## config.mk

```make
export PLATFORM = sky130hd
export DESIGN_NAME = ex_stage
export DESIGN_NICKNAME = d
export VERILOG_FILES = /design/src/rtl/ex_stage.sv
export SDC_FILE = /design/constraint.sdc
export NUM_CORES = 2
export LEC_CHECK = 0
export CAP_MARGIN = 20
export CORE_MARGIN = 3
export CORE_UTILIZATION = 40
export CTS_CLUSTER_SIZE = 20
export DETAILED_ROUTE_END_ITERATION = 16
export GPL_TIMING_DRIVEN = 1
export HOLD_SLACK_MARGIN = 0.05
export PLACE_DENSITY = 0.56
export SYNTH_ARGS = -nofsm -noshare
export SYNTH_HDL_FRONTEND = slang
export SYNTH_SLANG_ARGS = --single-unit
```

## constraint.sdc

```tcl
create_clock -name clk -period 10.8 [get_ports clk]
set_clock_uncertainty 0.2 [all_clocks]
set_input_delay 1.62 -clock clk [delete_from_list [all_inputs] [get_ports clk]]
set_output_delay 1.62 -clock clk [all_outputs]
set_load 0.005 [all_outputs]
```

## src/rtl/ex_stage.sv

```systemverilog
// Execute stage: single-cycle ALU, E/GT flags, branch/call/return resolution,
// an iterative signed divider for div/mod, and the EX/MA pipeline latch.
module ex_stage #(
    parameter int XLEN               = 32,
    parameter int CTRL_W             = 22,
    parameter int DIV_BITS_PER_CYCLE = 1
) (
    input  logic              clk,
    input  logic              reset,
    input  logic              in_valid,
    input  logic [XLEN-1:0]   in_PC,
    input  logic [XLEN-1:0]   in_IR,
    input  logic [CTRL_W-1:0] in_controlBus,
    input  logic [XLEN-1:0]   Operand_A,
    input  logic [XLEN-1:0]   Operand_B,
    input  logic [XLEN-1:0]   Operand_2,
    input  logic [XLEN-1:0]   branchTarget,
    output logic              ex_stall,
    output logic              isBranchTaken,
    output logic [XLEN-1:0]   branchPC,
    output logic              out_valid,
    output logic [XLEN-1:0]   out_PC,
    output logic [XLEN-1:0]   out_IR,
    output logic [XLEN-1:0]   aluResult,
    output logic [XLEN-1:0]   out_Operand_2,
    output logic [CTRL_W-1:0] out_controlBus,
    output logic              flag_E,
    output logic              flag_GT
);

    // Control bus bit positions.
    localparam int C_ST   = 0;
    localparam int C_LD   = 1;
    localparam int C_BEQ  = 2;
    localparam int C_BGT  = 3;
    localparam int C_RET  = 4;
    localparam int C_UBR  = 7;
    localparam int C_CALL = 8;
    localparam int C_ADD  = 9;
    localparam int C_SUB  = 10;
    localparam int C_CMP  = 11;
    localparam int C_MUL  = 12;
    localparam int C_DIV  = 13;
    localparam int C_MOD  = 14;
    localparam int C_LSL  = 15;
    localparam int C_LSR  = 16;
    localparam int C_ASR  = 17;
    localparam int C_OR   = 18;
    localparam int C_AND  = 19;
    localparam int C_NOT  = 20;
    localparam int C_MOV  = 21;

    localparam int SH_W  = $clog2(XLEN);
    localparam int STEPS = XLEN / DIV_BITS_PER_CYCLE;
    localparam int CNT_W = $clog2(STEPS + 1);
    localparam logic [CNT_W-1:0] LAST_STEP = CNT_W'(STEPS - 1);

    typedef enum logic [1:0] {
        S_IDLE,
        S_BUSY,
        S_DONE
    } state_t;

    state_t            state;
    state_t            state_next;
    logic              div_start;
    logic [CNT_W-1:0]  cnt;

    // Divider working registers and the captured instruction context.
    logic [XLEN-1:0]   quo_r;
    logic [XLEN:0]     rem_r;
    logic [XLEN-1:0]   dvs_r;
    logic [XLEN-1:0]   dvd_r;
    logic              neg_q;
    logic              neg_r;
    logic              dz_r;
    logic              mod_r;
    logic [XLEN-1:0]   cap_pc;
    logic [XLEN-1:0]   cap_ir;
    logic [XLEN-1:0]   cap_op2;
    logic [CTRL_W-1:0] cap_ctrl;

    logic [XLEN-1:0]   step_quo;
    logic [XLEN:0]     step_rem;
    logic [XLEN-1:0]   q_fin;
    logic [XLEN-1:0]   r_fin;
    logic [XLEN-1:0]   div_res;
    logic [XLEN-1:0]   alu_res;
    logic              is_divmod;

    function automatic logic [XLEN-1:0] mag(input logic [XLEN-1:0] v);
        return v[XLEN-1] ? -v : v;
    endfunction

    assign is_divmod = in_controlBus[C_DIV] | in_controlBus[C_MOD];

    // Divider FSM next-state and stall generation.
    always_comb begin
        // NOTE: every signal gets a default first so no path leaves it unassigned (no latch).
        state_next = state;
        ex_stall   = 1'b0;
        div_start  = 1'b0;
        case (state)
            S_IDLE: begin
                if (in_valid && is_divmod) begin
                    ex_stall   = 1'b1;
                    div_start  = 1'b1;
                    state_next = S_BUSY;
                end
            end
            S_BUSY: begin
                ex_stall = 1'b1;
                if (cnt == LAST_STEP) begin
                    state_next = S_DONE;
                end
            end
            S_DONE:  state_next = S_IDLE;
            default: state_next = S_IDLE;
        endcase
    end

    // FSM state and iteration counter.
    always_ff @(posedge clk) begin
        // NOTE: sequential state uses non-blocking assignments so all registers update together.
        if (reset) begin
            state <= S_IDLE;
            cnt   <= '0;
        end else begin
            state <= state_next;
            if (div_start) begin
                cnt <= '0;
            end else if (state == S_BUSY) begin
                cnt <= cnt + CNT_W'(1);
            end
        end
    end

    // One divider cycle: retire DIV_BITS_PER_CYCLE quotient bits by restoring subtraction.
    always_comb begin
        step_quo = quo_r;
        step_rem = rem_r;
        for (int i = 0; i < DIV_BITS_PER_CYCLE; i++) begin
            // NOTE: blocking assignments here chain the per-bit steps within one cycle.
            step_rem = {step_rem[XLEN-1:0], step_quo[XLEN-1]};
            step_quo = {step_quo[XLEN-2:0], 1'b0};
            if (step_rem >= {1'b0, dvs_r}) begin
                step_rem    = step_rem - {1'b0, dvs_r};
                step_quo[0] = 1'b1;
            end
        end
    end

    // Divider datapath: load magnitudes on start, iterate while busy.
    always_ff @(posedge clk) begin
        // NOTE: datapath registers are not reset; they are always loaded before being read.
        if (div_start) begin
            quo_r    <= mag(Operand_A);
            rem_r    <= '0;
            dvs_r    <= mag(Operand_B);
            dvd_r    <= Operand_A;
            neg_q    <= Operand_A[XLEN-1] ^ Operand_B[XLEN-1];
            neg_r    <= Operand_A[XLEN-1];
            dz_r     <= (Operand_B == '0);
            mod_r    <= in_controlBus[C_MOD];
            cap_pc   <= in_PC;
            cap_ir   <= in_IR;
            cap_op2  <= Operand_2;
            cap_ctrl <= in_controlBus;
        end else if (state == S_BUSY) begin
            quo_r <= step_quo;
            rem_r <= step_rem;
        end
    end

    // Sign correction and divide-by-zero override of the final divider result.
    always_comb begin
        q_fin = neg_q ? -quo_r : quo_r;
        r_fin = neg_r ? -rem_r[XLEN-1:0] : rem_r[XLEN-1:0];
        if (dz_r) begin
            q_fin = '1;
            r_fin = dvd_r;
        end
        div_res = mod_r ? r_fin : q_fin;
    end

    // Single-cycle ALU result selection.
    always_comb begin
        alu_res = '0;
        if (in_controlBus[C_LD] || in_controlBus[C_ST]) alu_res = Operand_A + Operand_B;
        else if (in_controlBus[C_CALL]) alu_res = in_PC + XLEN'(4);
        else if (in_controlBus[C_ADD])  alu_res = Operand_A + Operand_B;
        else if (in_controlBus[C_SUB])  alu_res = Operand_A - Operand_B;
        else if (in_controlBus[C_MUL])  alu_res = $signed(Operand_A) * $signed(Operand_B);
        else if (in_controlBus[C_LSL])  alu_res = Operand_A << Operand_B[SH_W-1:0];
        else if (in_controlBus[C_LSR])  alu_res = Operand_A >> Operand_B[SH_W-1:0];
        else if (in_controlBus[C_ASR])  alu_res = $signed(Operand_A) >>> Operand_B[SH_W-1:0];
        else if (in_controlBus[C_OR])   alu_res = Operand_A | Operand_B;
        else if (in_controlBus[C_AND])  alu_res = Operand_A & Operand_B;
        else if (in_controlBus[C_NOT])  alu_res = ~Operand_B;
        else if (in_controlBus[C_MOV])  alu_res = Operand_B;
    end

    // Branch resolution against the committed flags.
    always_comb begin
        isBranchTaken = 1'b0;
        branchPC      = in_controlBus[C_RET] ? Operand_A : branchTarget;
        if (in_valid && state == S_IDLE) begin
            isBranchTaken = in_controlBus[C_UBR]
                          | (in_controlBus[C_BEQ] & flag_E)
                          | (in_controlBus[C_BGT] & flag_GT);
        end
    end

    // EX/MA latch: single-cycle results from IDLE, divider result from DONE.
    always_ff @(posedge clk) begin
        if (reset) begin
            out_valid      <= 1'b0;
            out_PC         <= '0;
            out_IR         <= '0;
            aluResult      <= '0;
            out_Operand_2  <= '0;
            out_controlBus <= '0;
        end else begin
            case (state)
                S_IDLE: begin
                    if (in_valid && !is_divmod) begin
                        out_valid      <= 1'b1;
                        out_PC         <= in_PC;
                        out_IR         <= in_IR;
                        aluResult      <= alu_res;
                        out_Operand_2  <= Operand_2;
                        out_controlBus <= in_controlBus;
                    end else begin
                        out_valid <= 1'b0;
                    end
                end
                S_DONE: begin
                    out_valid      <= 1'b1;
                    out_PC         <= cap_pc;
                    out_IR         <= cap_ir;
                    aluResult      <= div_res;
                    out_Operand_2  <= cap_op2;
                    out_controlBus <= cap_ctrl;
                end
                default: out_valid <= 1'b0;
            endcase
        end
    end

    // Flag register, written only by cmp.
    always_ff @(posedge clk) begin
        if (reset) begin
            flag_E  <= 1'b0;
            flag_GT <= 1'b0;
        end else if (state == S_IDLE && in_valid && in_controlBus[C_CMP]) begin
            flag_E  <= (Operand_A == Operand_B);
            flag_GT <= ($signed(Operand_A) > $signed(Operand_B));
        end
    end

endmodule

```

Word level (Yosys, flattened, before mapping)
Index checks and enable logic that the tools add are counted.
- input bits: 217
- output and inout port bits: 187
- bits in registers: 411
- word-level logic and storage cells: 110
- multiply operators: 1
- add/subtract/negate cells: 9
- multiplexer cells: 43
- bitwise gates (word level): 9
- shift operators: 3
- $lt $le $gt $ge: 2
- equal/unequal tests: 7
- reduce and logical (&&, ||, !) cells: 13
- operators with widths (kind ; count):
    32-bit two-way mux ; 26
    32-bit one-hot mux with 2 select lines ; 4
    32-bit negation ; 4
    32-bit subtractor ; 2
    22-bit one-hot mux with 2 select lines ; 1
    33-bit by 32-bit greater-or-equal comparator with 1-bit output ; 1
    32-bit by 3-bit adder with 32-bit output (second input constant) ; 1
    32-bit adder ; 1
    32-bit bitwise AND ; 1
    32-bit == test ; 1
    32-bit > comparator ; 1
    32-bit zero test ; 1
    32-bit by 32-bit multiplier with 32-bit output ; 1
    32-bit NOT ; 1
    32-bit OR ; 1
    32-bit by 5-bit left shift with 32-bit output ; 1
    32-bit by 5-bit right shift with 32-bit output ; 1
    32-bit by 5-bit >>> shifter with 32-bit output ; 1
    31-bit two-way mux ; 1
    22-bit two-way mux ; 1
    6-bit by 1-bit adder with 6-bit output (second input constant) ; 1
    6-bit by 5-bit == test with 1-bit output (second input constant) ; 1
    2-bit != test (second input constant) ; 3
    1-bit two-way mux ; 5
    other kinds (15) ; 25

Longest topological paths before layout
- word-level depth: 14
- depth in mapped cells: 31
- depth with buffers taken out: 27

Least setup slack after synthesis
Ideal clock, no wire load.
- kind: in2reg
- start: in Operand_B[2]
- end: reg aluResult[31]
- arrival: 9.543 ns
- setup time: 0.120 ns
- stages: 30
- slack: 0.938 ns
- required time: 10.480 ns
- buffers on the path: 5
- cell sequence: clkbuf_1 > inv_2 > buf_1 > buf_1 > clkbuf_1 > buf_1 > nor2_1 > fa_1 > fa_1 > inv_1 > fa_1 > fa_1 > inv_1 > fa_1 > inv_1 > fa_1 > inv_1 > fa_1 > fa_1 > ha_1 > a211oi_1 > nand2_1 > or3_1 > o21ba_2 > o21ai_0 > o2111ai_1 > a21oi_1 > o21ai_0 > a221oi_2 > a211o_1
- cells in the longest elaborated chain, start to end: 11
- elaborated cells on any way between the ends: 16
- ends and longest elaborated chain (item ; line ; text):
    start: declaration ; 15 ; input logic [XLEN-1:0] Operand_B,
    branches (longest 8 deep; another with 32-bit by 32-bit multiplier with 32-bit output) ; n/a ;
    32-bit two-way mux (*) ; 189 ; if (in_controlBus[C_LD] || in_controlBus[C_ST]) alu_res = Operand_A + Operand_B;
    32-bit two-way mux (*) ; 226 ; if (in_valid && !is_divmod) begin
    32-bit one-hot mux with 2 select lines (*) ; 224 ; case (state)
    end signal: assignment ; 230 ; aluResult <= alu_res;
    end signal: assignment ; 241 ; aluResult <= div_res;
    end: declaration ; 24 ; output logic [XLEN-1:0] aluResult,
Every way passes the cells marked *. The select of a mux whose other input is x is not followed.
A chain may end at the register's enable or synchronous reset.

Worst setup path after layout
- start: in Operand_B[14]
- end: reg aluResult[25]
- cells in the longest elaborated chain, start to end: 8
- elaborated cells on any way between the ends: 10
- ends and longest elaborated chain (item ; line ; text):
    32-bit by 32-bit multiplier with 32-bit output ; 193 ; else if (in_controlBus[C_MUL]) alu_res = $signed(Operand_A) * $signed(Operand_B);
    32-bit two-way mux ; 193 ;
    32-bit two-way mux ; 192 ; else if (in_controlBus[C_SUB]) alu_res = Operand_A - Operand_B;
    32-bit two-way mux ; 191 ; else if (in_controlBus[C_ADD]) alu_res = Operand_A + Operand_B;
    32-bit two-way mux ; 190 ; else if (in_controlBus[C_CALL]) alu_res = in_PC + XLEN'(4);
    32-bit two-way mux (*) ; 189 ;
    32-bit two-way mux (*) ; 226 ;
    32-bit one-hot mux with 2 select lines (*) ; 224 ;
Every way passes the cells marked *; elsewhere a longest branch is shown, timed or not. The select of a mux whose other input is x is not followed.

==> metrics.log <==
INFO  metric part_of_the_power_in_registers = 0.097
INFO  metric postCtsResizedCells = 0
INFO  metric grt_first_pass_wirelength = approximately 320000 um
INFO  metric avgRoutedWirePerCell = around 31 um
INFO  metric commonest_register_cell_after_synthesis = sky130_fd_sc_hd__edfxtp_1
INFO  metric drc = 0
INFO  metric ys_seq_elements = 409
INFO  metric groute.usage.overall = 0.360
INFO  metric rows = 124
INFO  metric report.final.setup_viol = 0
INFO  metric grt_pass1_vias = ~43000
INFO  metric grt_start_max_net_pins = just over 100
INFO  metric die-area = approximately 120000 um2
INFO  metric muxShareOfSynthArea = 0.0693
INFO  metric netlist-cell-type-count = 88
INFO  metric cell_types_with_the_largest_area_share_after_synthesis = sky130_fd_sc_hd__fa_1, sky130_fd_sc_hd__edfxtp_1, sky130_fd_sc_hd__dfxtp_1
INFO  metric numClockSinks = between 400 and 500
INFO  metric achievable-frequency = 99.8 MHz
INFO  metric place_area = roughly 52000 um2
INFO  metric ys_async_rst_share = 0
INFO  metric syn-instance-count = 5456
INFO  metric dr.pass1.iters = 6
INFO  metric combined_area_of_the_multi_input_logic_cells = ~33000 um2
INFO  metric max-slew-margin-rel = 0.178
INFO  metric synthSimpleGateAreaFrac = 0.164
INFO  metric core_region_area = 115000 um2
INFO  metric post_drt_via_cell_ratio = roughly 6.0
INFO  metric dp.final_hpwl = 174000 um
INFO  metric worstSetupStartpointType = primary input
INFO  metric clk_pin_slew_worst_paths = 0.06 ns
INFO  metric area_delta_synth_final = 16.1%
INFO  metric path_class = in2reg
INFO  metric postCtsSetupBuffers = 0
INFO  metric clockRootBuffer = sky130_fd_sc_hd__clkbuf_16
INFO  metric cap_violations = 0
INFO  metric hp-start = out_controlBus[14]
INFO  metric groute.layer.met1.usage = 0.487
INFO  metric layout.cell_area.non_filler = about 54000 um2
INFO  metric yosys.area.top_type_share = 0.177
INFO  metric synth-compound-area-share = 0.156
INFO  metric cp_data_required_time = roughly 11 ns
INFO  metric static-leakage-power = 22.3 nW
INFO  metric adder_and_majority_cell_fraction_of_the_synthesized_area = 0.254
INFO  metric worst_hold_path_type = reg2reg
INFO  metric power.switching_fraction = 0.558
INFO  metric tns = 0 ns
INFO  metric grt.met2_usage = 0.540
INFO  metric yosys_warnings = 0
INFO  metric drt_iter0_drc = 5688
INFO  metric floorplan.initialDensity = 0.405
INFO  metric status = completed
INFO  metric final_antenna_net_count = 0
INFO  metric layout_worst_path_cycle_share = 0.928
INFO  metric routed_wirelength = 222000 um
INFO  metric cts_max_path_buffers = 3
INFO  metric clock_power_share = 0.085
INFO  metric vias = 43900
INFO  metric regToRegStartpoint = rem_r[0]
INFO  metric clock_h_tree_levels = 2
INFO  metric synth_area_leader_cell = sky130_fd_sc_hd__fa_1
INFO  metric synth_enable_flop_cells = 216
INFO  metric io_buffer_count = between 400 and 500
INFO  metric filler_cell_count = between 10000 and 15000
INFO  metric tritoncts.num_buffers = 48
INFO  metric post-route-min-period = 10.02 ns
INFO  metric main_combinational_cell_family_by_area_after_synthesis = adder cells
INFO  metric final-hold-violation-count = 0
INFO  metric worst_setup_path_end_kind = flop
INFO  metric synth-xor-area-share = 0.0569
INFO  metric floorplan.die.width = approximately 350 um
INFO  metric maxSlewViolCount = 0
INFO  metric gp_routability_congestion = 1.05
INFO  metric total_switching_power = about 0.011 W
INFO  metric critPathLaunch = Operand_B[14]
INFO  metric critPathMaxFanout = 17
INFO  metric post_synthesis_sequential_area_ratio = 0.223
INFO  metric layout-drive-gt1-share = 0.0779
INFO  metric cts_hold_repair.buffers = 0
INFO  metric synthesis.nets = 6369
INFO  metric netlist_area = 46400 um2
INFO  metric globalRoute.busiestLayer = met2
INFO  metric synth_area_per_cell = 8.51 um2
INFO  metric design.final.nets = ~6600
INFO  metric tritoncts_clock_tree = done
INFO  metric sequential_cell_area = 10300 um2
INFO  metric globalRouteMet3Util = 0.0827
INFO  metric peakVddDrop = 0.801 mV
INFO  metric grt_overflow = 0
INFO  metric gate_power_share = 0.818
INFO  metric die_h = ~350 um
INFO  metric worstMarginPinSlew = 1.23 ns
INFO  metric rsz0062_at_grt = no
INFO  metric power-per-cell-area = approximately 380 nW/um2
INFO  metric total_internal_power = 0.00895 W
INFO  metric worst-endpoint-arrival = just over 10 ns
INFO  metric number_of_antenna_violations_at_the_first_check_in_global_routing = 29
INFO  metric worst_skew_pair.late_latency = 0.64 ns
INFO  metric num_io_pins = 404
cell usage in the layout, fill, tap and decap left out, drive strengths merged, types with 42 or more instances in the layout:
| cell type | count |
|---|---|
| nor2 | 728 |
| nand2 | 687 |
| inv | 543 |
| fa | 411 |
| clkdlybuf4s50 | 392 |
| ha | 285 |
| o21ai | 254 |
| a21oi | 239 |
| xnor2 | 220 |
| edfxtp | 216 |
| dfxtp | 193 |
| buf | 190 |
| a311oi | 129 |
| mux2i | 128 |
| xor2 | 79 |
| nor3 | 76 |
| clkbuf | 67 |
| nand3 | 63 |
| mux4 | 60 |
| mux2 | 52 |
| o31ai | 44 |
| o211ai | 42 |
per-layer routing:
| layer | vias to the layer above | share of wire | routed length [um] |
|---|---|---|---|
| met5 | - | 0.00036 | 79 |
| met1 | 21800 | 0.40 | 89800 |
| met4 | 10 | 0.062 | 13700 |
| met2 | 2469 | 0.43 | 95100 |
| li1 | 19100 | - | - |
| met3 | 497 | 0.10 | 23200 |
final timing paths:
check	slack [ns]	end	cells after the start
max	0.78	aluResult[25]	22
min	0.26	out_controlBus[14]	2
max reg2reg	6.32	aluResult[28]	12
min reg2reg	0.26	out_controlBus[14]	2
cell usage after synthesis (all sizes together), types with 14 or more instances:
cell and instances:
nand4 22, nand2b 35, or3 34, o211ai 42
a21oi 239, edfxtp 216, dfxtp 193, mux2i 128
nand3 63, nor3 76, nor4 29, a211oi 37
clkinv 15, buf 74, a221oi 30, o41ai 22
o31ai 44, o21bai 21, nor2b 26, a311oi 129
xnor2 220, ha 285, mux2 52, nor2 728
a31oi 31, xor2 79, a21o 36, or4 20
o21a 26, clkbuf 318, o21ai 254, and3 14
or2 20, mux4 60, a22oi 23, inv 541
nand2 687, fa 411
logic make-up after synthesis:
logic type,after synthesis
DFF,409
muxes,240
adders and majority gates,696
and+or+nand+nor,1791
AOI/OAI and AO/OA,1072
xor gates and xnor gates,300
buffers and inverters,948
through the flow:
step           hold slack (ns)   util  total power (W)  setup slack (ns)  cells
2_1_floorplan            0.249      -           0.0124             0.938   5456
3_3_place_gp             0.245  0.455           0.0182            0.0986   7157
3_5_place_dp             0.250  0.455           0.0181             0.433   7158
4_1_cts                  0.258  0.470           0.0199              1.08   7247
5_1_grt                  0.281  0.470           0.0214             0.706   7251
6_report                 0.255  0.470           0.0203             0.783   7257
flip-flops by register name, summed over array words and instances (netlist names), 22 cells and up:
name	cells
out_controlBus	22
cap_ir	32
cap_op2	32
cap_ctrl	22
out_Operand_2	32
out_PC	32
quo_r	32
dvs_r	32
dvd_r	32
rem_r	32
cap_pc	32
out_IR	32
aluResult	32
worst max-delay path, stage by stage:
cell	delay, ns
sky130_fd_sc_hd__clkdlybuf4s50_1	0.78
sky130_fd_sc_hd__inv_1	0.87
sky130_fd_sc_hd__nor2_1	0.15
sky130_fd_sc_hd__fa_1	0.54
sky130_fd_sc_hd__fa_1	0.53
sky130_fd_sc_hd__inv_1	0.05
sky130_fd_sc_hd__fa_1	0.46
sky130_fd_sc_hd__fa_1	0.50
sky130_fd_sc_hd__fa_1	0.55
sky130_fd_sc_hd__inv_1	0.05
sky130_fd_sc_hd__fa_1	0.45
sky130_fd_sc_hd__fa_1	0.51
sky130_fd_sc_hd__fa_1	0.43
sky130_fd_sc_hd__ha_1	0.36
sky130_fd_sc_hd__nand3_1	0.14
sky130_fd_sc_hd__nor2_1	0.10
sky130_fd_sc_hd__o21ai_0	0.08
sky130_fd_sc_hd__o21ai_0	0.57
sky130_fd_sc_hd__xor2_1	0.20
sky130_fd_sc_hd__nor2_1	0.13
sky130_fd_sc_hd__a2111oi_1	1.12
sky130_fd_sc_hd__o21a_1	0.19
power groups by stage:
stage / clock network (W) / logic, W / registers, W
after floorplan: 0 / 0.0105 / 0.00194
after global placement: 0 / 0.0162 / 0.00200
after detailed placement: 0 / 0.0161 / 0.00200
after CTS: 0.00174 / 0.0162 / 0.00197
after global routing: 0.00180 / 0.0176 / 0.00198
final: 0.00171 / 0.0166 / 0.00197
layout make-up:
class / count / share of cell area
Antenna cell: 10 / 0.000464
Clock buffer: 67 / 0.0262
Clock inverter: 22 / 0.00497
Inverter: 556 / 0.0389
Multi-Input combinational cell: 4099 / 0.603
Sequential cell: 409 / 0.192
Tap cell: 1512 / 0.0351
Timing Repair Buffer: 582 / 0.0989
No activity file was read; power rests on OpenSTA's default activity.
